[config.mk]
export PLATFORM = sky130hd
export DESIGN_NAME = div_unit
export DESIGN_NICKNAME = d
export VERILOG_FILES = /design/src/rtl/div_unit.sv
export SDC_FILE = /design/constraint.sdc
export NUM_CORES = 1
export LEC_CHECK = 0
export CAP_MARGIN = 20
export CORE_ASPECT_RATIO = 1.2
export CORE_UTILIZATION = 49
export DETAILED_ROUTE_END_ITERATION = 10
export PLACE_DENSITY = 0.72
export SKIP_CTS_REPAIR_TIMING = 1
export SYNTH_ARGS = -nofsm -noshare
export SYNTH_HDL_FRONTEND = slang
export SYNTH_SLANG_ARGS = --single-unit
[constraint.sdc]
create_clock -name clk -period 13.2 [get_ports clk]
set_input_delay 1.32 -clock clk [delete_from_list [all_inputs] [get_ports clk]]
set_output_delay 1.32 -clock clk [all_outputs]
set_load 0.01 [all_outputs]
[src/rtl/div_unit.sv]
// Iterative radix-2 restoring divider for RV32M DIV/DIVU/REM/REMU.
// It produces one quotient bit per clock, and resolves divide-by-zero and signed overflow on start.
module div_unit #(
  parameter int unsigned WIDTH = 32
) (
  input  logic             clk,
  input  logic             reset,
  input  logic             start,
  input  logic             kill,
  input  logic [WIDTH-1:0] a,
  input  logic [WIDTH-1:0] b,
  input  logic [2:0]       funct3,
  output logic             busy,
  output logic             done,
  output logic [WIDTH-1:0] result
);

  localparam int unsigned CntW = $clog2(WIDTH) + 1;
  localparam logic [CntW-1:0] LastCnt = CntW'(WIDTH - 1);
  localparam logic [WIDTH-1:0] MinNeg = {1'b1, {(WIDTH-1){1'b0}}};

  typedef enum logic [1:0] {StIdle, StCalc, StDone} state_e;

  state_e           state_q, state_d;
  logic [WIDTH-1:0] rem_q, rem_d, quo_q, quo_d, div_q, div_d, result_q, result_d;
  logic [CntW-1:0]  cnt_q, cnt_d;
  logic             rem_sel_q, rem_sel_d, neg_quo_q, neg_quo_d, neg_rem_q, neg_rem_d;

  logic             is_signed;
  logic [WIDTH-1:0] a_abs, b_abs, rem_it, quo_it, fin_res;
  logic [WIDTH:0]   shifted;
  logic             ge;

  // funct3[2] is always 1 for M-extension divides; only bits [1:0] select the operation.
  logic unused_funct3;
  assign unused_funct3 = funct3[2];

  assign is_signed = ~funct3[0];
  assign a_abs     = (is_signed && a[WIDTH-1]) ? -a : a;
  assign b_abs     = (is_signed && b[WIDTH-1]) ? -b : b;

  // Compare in WIDTH+1 bits; when ge holds, the difference always fits in WIDTH bits.
  assign shifted = {rem_q, quo_q[WIDTH-1]};
  assign ge      = shifted >= {1'b0, div_q};
  assign rem_it  = ge ? (shifted[WIDTH-1:0] - div_q) : shifted[WIDTH-1:0];
  assign quo_it  = {quo_q[WIDTH-2:0], ge};
  assign fin_res = rem_sel_q ? (neg_rem_q ? -rem_it : rem_it)
                             : (neg_quo_q ? -quo_it : quo_it);

  always_comb begin
    state_d   = state_q;
    rem_d     = rem_q;
    quo_d     = quo_q;
    div_d     = div_q;
    cnt_d     = cnt_q;
    rem_sel_d = rem_sel_q;
    neg_quo_d = neg_quo_q;
    neg_rem_d = neg_rem_q;
    result_d  = result_q;
    if (kill) begin
      state_d = StIdle;
    end else begin
      unique case (state_q)
        StIdle, StDone: begin
          state_d = StIdle;
          if (start) begin
            rem_sel_d = funct3[1];
            neg_quo_d = is_signed & (a[WIDTH-1] ^ b[WIDTH-1]);
            neg_rem_d = is_signed & a[WIDTH-1];
            div_d     = b_abs;
            if (b == '0) begin
              state_d  = StDone;
              result_d = funct3[1] ? a : '1;
            end else if (is_signed && a == MinNeg && b == '1) begin
              state_d  = StDone;
              result_d = funct3[1] ? '0 : a;
            end else begin
              state_d = StCalc;
              cnt_d   = '0;
              rem_d   = '0;
              quo_d   = a_abs;
            end
          end
        end
        StCalc: begin
          rem_d = rem_it;
          quo_d = quo_it;
          cnt_d = cnt_q + CntW'(1);
          if (cnt_q == LastCnt) begin
            state_d  = StDone;
            result_d = fin_res;
          end
        end
        default: state_d = StIdle;
      endcase
    end
  end

  always_ff @(posedge clk or posedge reset) begin
    if (reset) begin
      state_q   <= StIdle;
      rem_q     <= '0;
      quo_q     <= '0;
      div_q     <= '0;
      cnt_q     <= '0;
      rem_sel_q <= 1'b0;
      neg_quo_q <= 1'b0;
      neg_rem_q <= 1'b0;
      result_q  <= '0;
    end else begin
      state_q   <= state_d;
      rem_q     <= rem_d;
      quo_q     <= quo_d;
      div_q     <= div_d;
      cnt_q     <= cnt_d;
      rem_sel_q <= rem_sel_d;
      neg_quo_q <= neg_quo_d;
      neg_rem_q <= neg_rem_d;
      result_q  <= result_d;
    end
  end

  assign busy   = (state_q == StCalc);
  assign done   = (state_q == StDone);
  assign result = result_q;

endmodule
==> flow_summary.ini <==
[outcome]
status = complete, no violations

[pwr]
power.density_nw_per_um2 = 219
leakage_nw = 5.50
ir_drop_mv = 0.150

[run]
maxCapViolations = 0

[timing]
slew_headroom = 0.271
finalSetupViolations = 0
tightestPinTransition_ns = 1.08
min_period_ns = 6.11
finalHoldViolations = 0
skew_ns = 0.0106
fin_crit_sh = 0.463
rsz0062_at_grt = no
drv_slew = 0
fmax_ghz = 0.164
finalSetupTns_ns = 0

[routing]
routed_wirelength_mm = 34.6
wl_per_cell_um = 18.0
drcViolationCount = 0
vias = 11600
first_pass_iters = 5
drtAntennaViolNets = 0
drt-vias-per-instance = 6.05
drt_iter0_drc = 845

[placement]
dp_cells = 1890
port_buffers = 103
dp_hpwl_mm = 25.5
place_congestion = 0.900

[critical_path]
cp_cell_sequence = ha_1 -> a21oi_1 -> o21ai_1 -> a311oi_1 -> o21ai_1 -> or2_2 -> o21ai_0 -> ha_1 -> inv_1 -> or4_1 -> nor3_1 -> a41oi_2 -> or2_4 -> or3_1 -> o31a_1 -> or3_1 -> a31oi_2
cp_slowest_cell = or2_2
cp_max_fo = 19
worst_ep_required_time_ns = 13.55
crit_type = flip-flop to flip-flop
critPathArrivalTime_ns = 6.47
cp_slowest_stage_delay_ns = 0.56
cp-end-kind = flip-flop
start_kind = flip-flop

[synthesis]
async_reset_ff_frac = 1.00
netlist_area_um2 = 11700
synth-seq-cells = 139
ys_seq_area_frac = 0.296
synth.avg_cell_area_um2 = 7.55
synth_edf_count = 0
synth_cell_type_count = 81
yosys_most_used_dff = dfrtp_1
ys_warn_count = 0
synthCells = 1555
synth_nets = 1665

[floorplan]
ios = 105
die_x_um = 143
fp.dieArea_um2 = 24600
initial_core_util = 0.503
core-area_um2 = 23400
rows = 61
die_y_um = 172

[clocking]
clk_pin_slew_ns = 0.06
cts_tree = built
numCtsBuffers = 17
clk_latency_ns = 0.43
clock-sinks = 139
htreeDepth = 4
clk_path_buf_depth = 2
cts-root-buf = clkbuf_16

[cells_and_area]
instances_no_fill = 1924
layout_common_cells = nand2_1 (184), o21ai_0 (177), a21oi_1 (148)
drive_above_1_share = 0.0460
layout.nets = 1705
final_common_cell = nand2_1
syn_to_final_growth_pct = 14.7

[grt]
grt_usage = 0.285
grt_pass1_wl_mm = 54.9
overflow = 0
antenna_found_initial = 1
grt_pass1_vias = 10800
grt_max_degree = 82

[hold_path]
hp-class = flip-flop to flip-flop
critical path, delay by kind of cell (launching register included):
kind                     cells  cell delay (ns)
AO/OA/AOI/OAI                8             2.24
flip-flops                   1             0.46
AND/OR/NAND/NOR              6             2.47
buffers and inverters        1             0.09
adder cells (fa/ha/maj)      2             0.76
per-stage QoR:
| step | total power [W] | cell area, um^2 | setup slack [ns] | hold slack, ns | utilization |
|---|---|---|---|---|---|
| final | 0.00295 | 13500 | 7.09 | 0.477 | 0.577 |
| after floorplan | 0.00203 | 11700 | 7.43 | 0.450 | - |
| after CTS | 0.00292 | 13500 | 7.18 | 0.480 | 0.576 |
| after detailed placement | 0.00243 | 12900 | 6.77 | 0.466 | 0.551 |
| after global routing | 0.00318 | 13500 | 6.79 | 0.493 | 0.577 |
| after global placement | 0.00240 | 12900 | 6.87 | 0.461 | 0.551 |
kinds of logic (layout without fill, tap and decap cells):
kind of cell	after synthesis	count (layout)	share of synthesized area
XOR/XNOR	130	130	0.0970
other	0	1	0
AND/OR/NAND/NOR	547	547	0.221
buffers and inverters	158	211	0.0539
AO/OA/AOI/OAI	520	520	0.271
flip-flops	139	139	0.296
multiplexers	22	22	0.0189
adder cells (fa/ha/maj)	39	39	0.0422
worst paths after layout:
kind / start / to / slack [ns] / cells past startpoint
setup / recovery: rem_q[21] / result[22] / 7.09 / 17
hold / removal: div_q[27] / div_q[27] / 0.48 / 2
setup reg to reg: rem_q[21] / result[22] / 7.09 / 17
hold reg to reg: div_q[27] / div_q[27] / 0.48 / 2
max in group asynchronous: reset / rem_q[26] / 10.54 / 3
min in group asynchronous: reset / quo_q[6] / 1.41 / 2
synthesized netlist by cell type (11+ instances only):
| cell | count | area share |
|---|---|---|
| inv_1 | 60 | 0.019 |
| xnor2_1 | 80 | 0.060 |
| o21a_1 | 13 | 0.0083 |
| nor2_1 | 147 | 0.047 |
| a21oi_1 | 148 | 0.063 |
| nand4_1 | 25 | 0.013 |
| nand2_1 | 185 | 0.059 |
| a31oi_1 | 24 | 0.013 |
| nand2b_1 | 18 | 0.0096 |
| nand3_1 | 31 | 0.013 |
| o211ai_1 | 15 | 0.0096 |
| a211oi_1 | 11 | 0.0070 |
| o41ai_1 | 12 | 0.0090 |
| mux2i_1 | 21 | 0.018 |
| ha_1 | 38 | 0.040 |
| clkbuf_1 | 68 | 0.022 |
| o31ai_1 | 28 | 0.018 |
| or3_1 | 18 | 0.0096 |
| xor2_1 | 50 | 0.037 |
| and3_1 | 11 | 0.0059 |
| a21o_1 | 14 | 0.0090 |
| nor4_1 | 19 | 0.010 |
| o21ai_0 | 177 | 0.075 |
| buf_2 | 20 | 0.0085 |
| or4_1 | 14 | 0.0090 |
| nor3_1 | 31 | 0.013 |
| dfrtp_1 | 139 | 0.30 |
registers in the layout, summed over array words and instances, names as in the netlist:
| signal | count |
|---|---|
| rem_sel_q | 1 |
| result | 32 |
| cnt_q | 6 |
| state_q | 2 |
| rem_q | 32 |
| quo_q | 32 |
| neg_quo_q | 1 |
| div_q | 32 |
| neg_rem_q | 1 |
power by group:
group | switching (W) | internal (W)
sequential | 0.000130 | 0.000516
combinational | 0.00114 | 0.000679
clock | 0.000196 | 0.000288
metal layers:
metal  track usage  wire, um  up-vias
li1              -         -     5678
met4         0.125      1130        0
met5             0         0        -
met1         0.374     15000     5410
met2         0.461     15700      501
met3        0.0479      2780       57
cell type report:
cell class / count / area [um^2]
clock inverter: 11 / 119
fill: 2227 / 9880
clock buffer: 21 / 460
inverter: 63 / 241
sequential: 139 / 3480
tap: 315 / 394
antenna: 1 / 2.50
timing repair buffer: 116 / 1130
multi-input combinational: 1258 / 7640
Power figures use the tool's default switching activity.
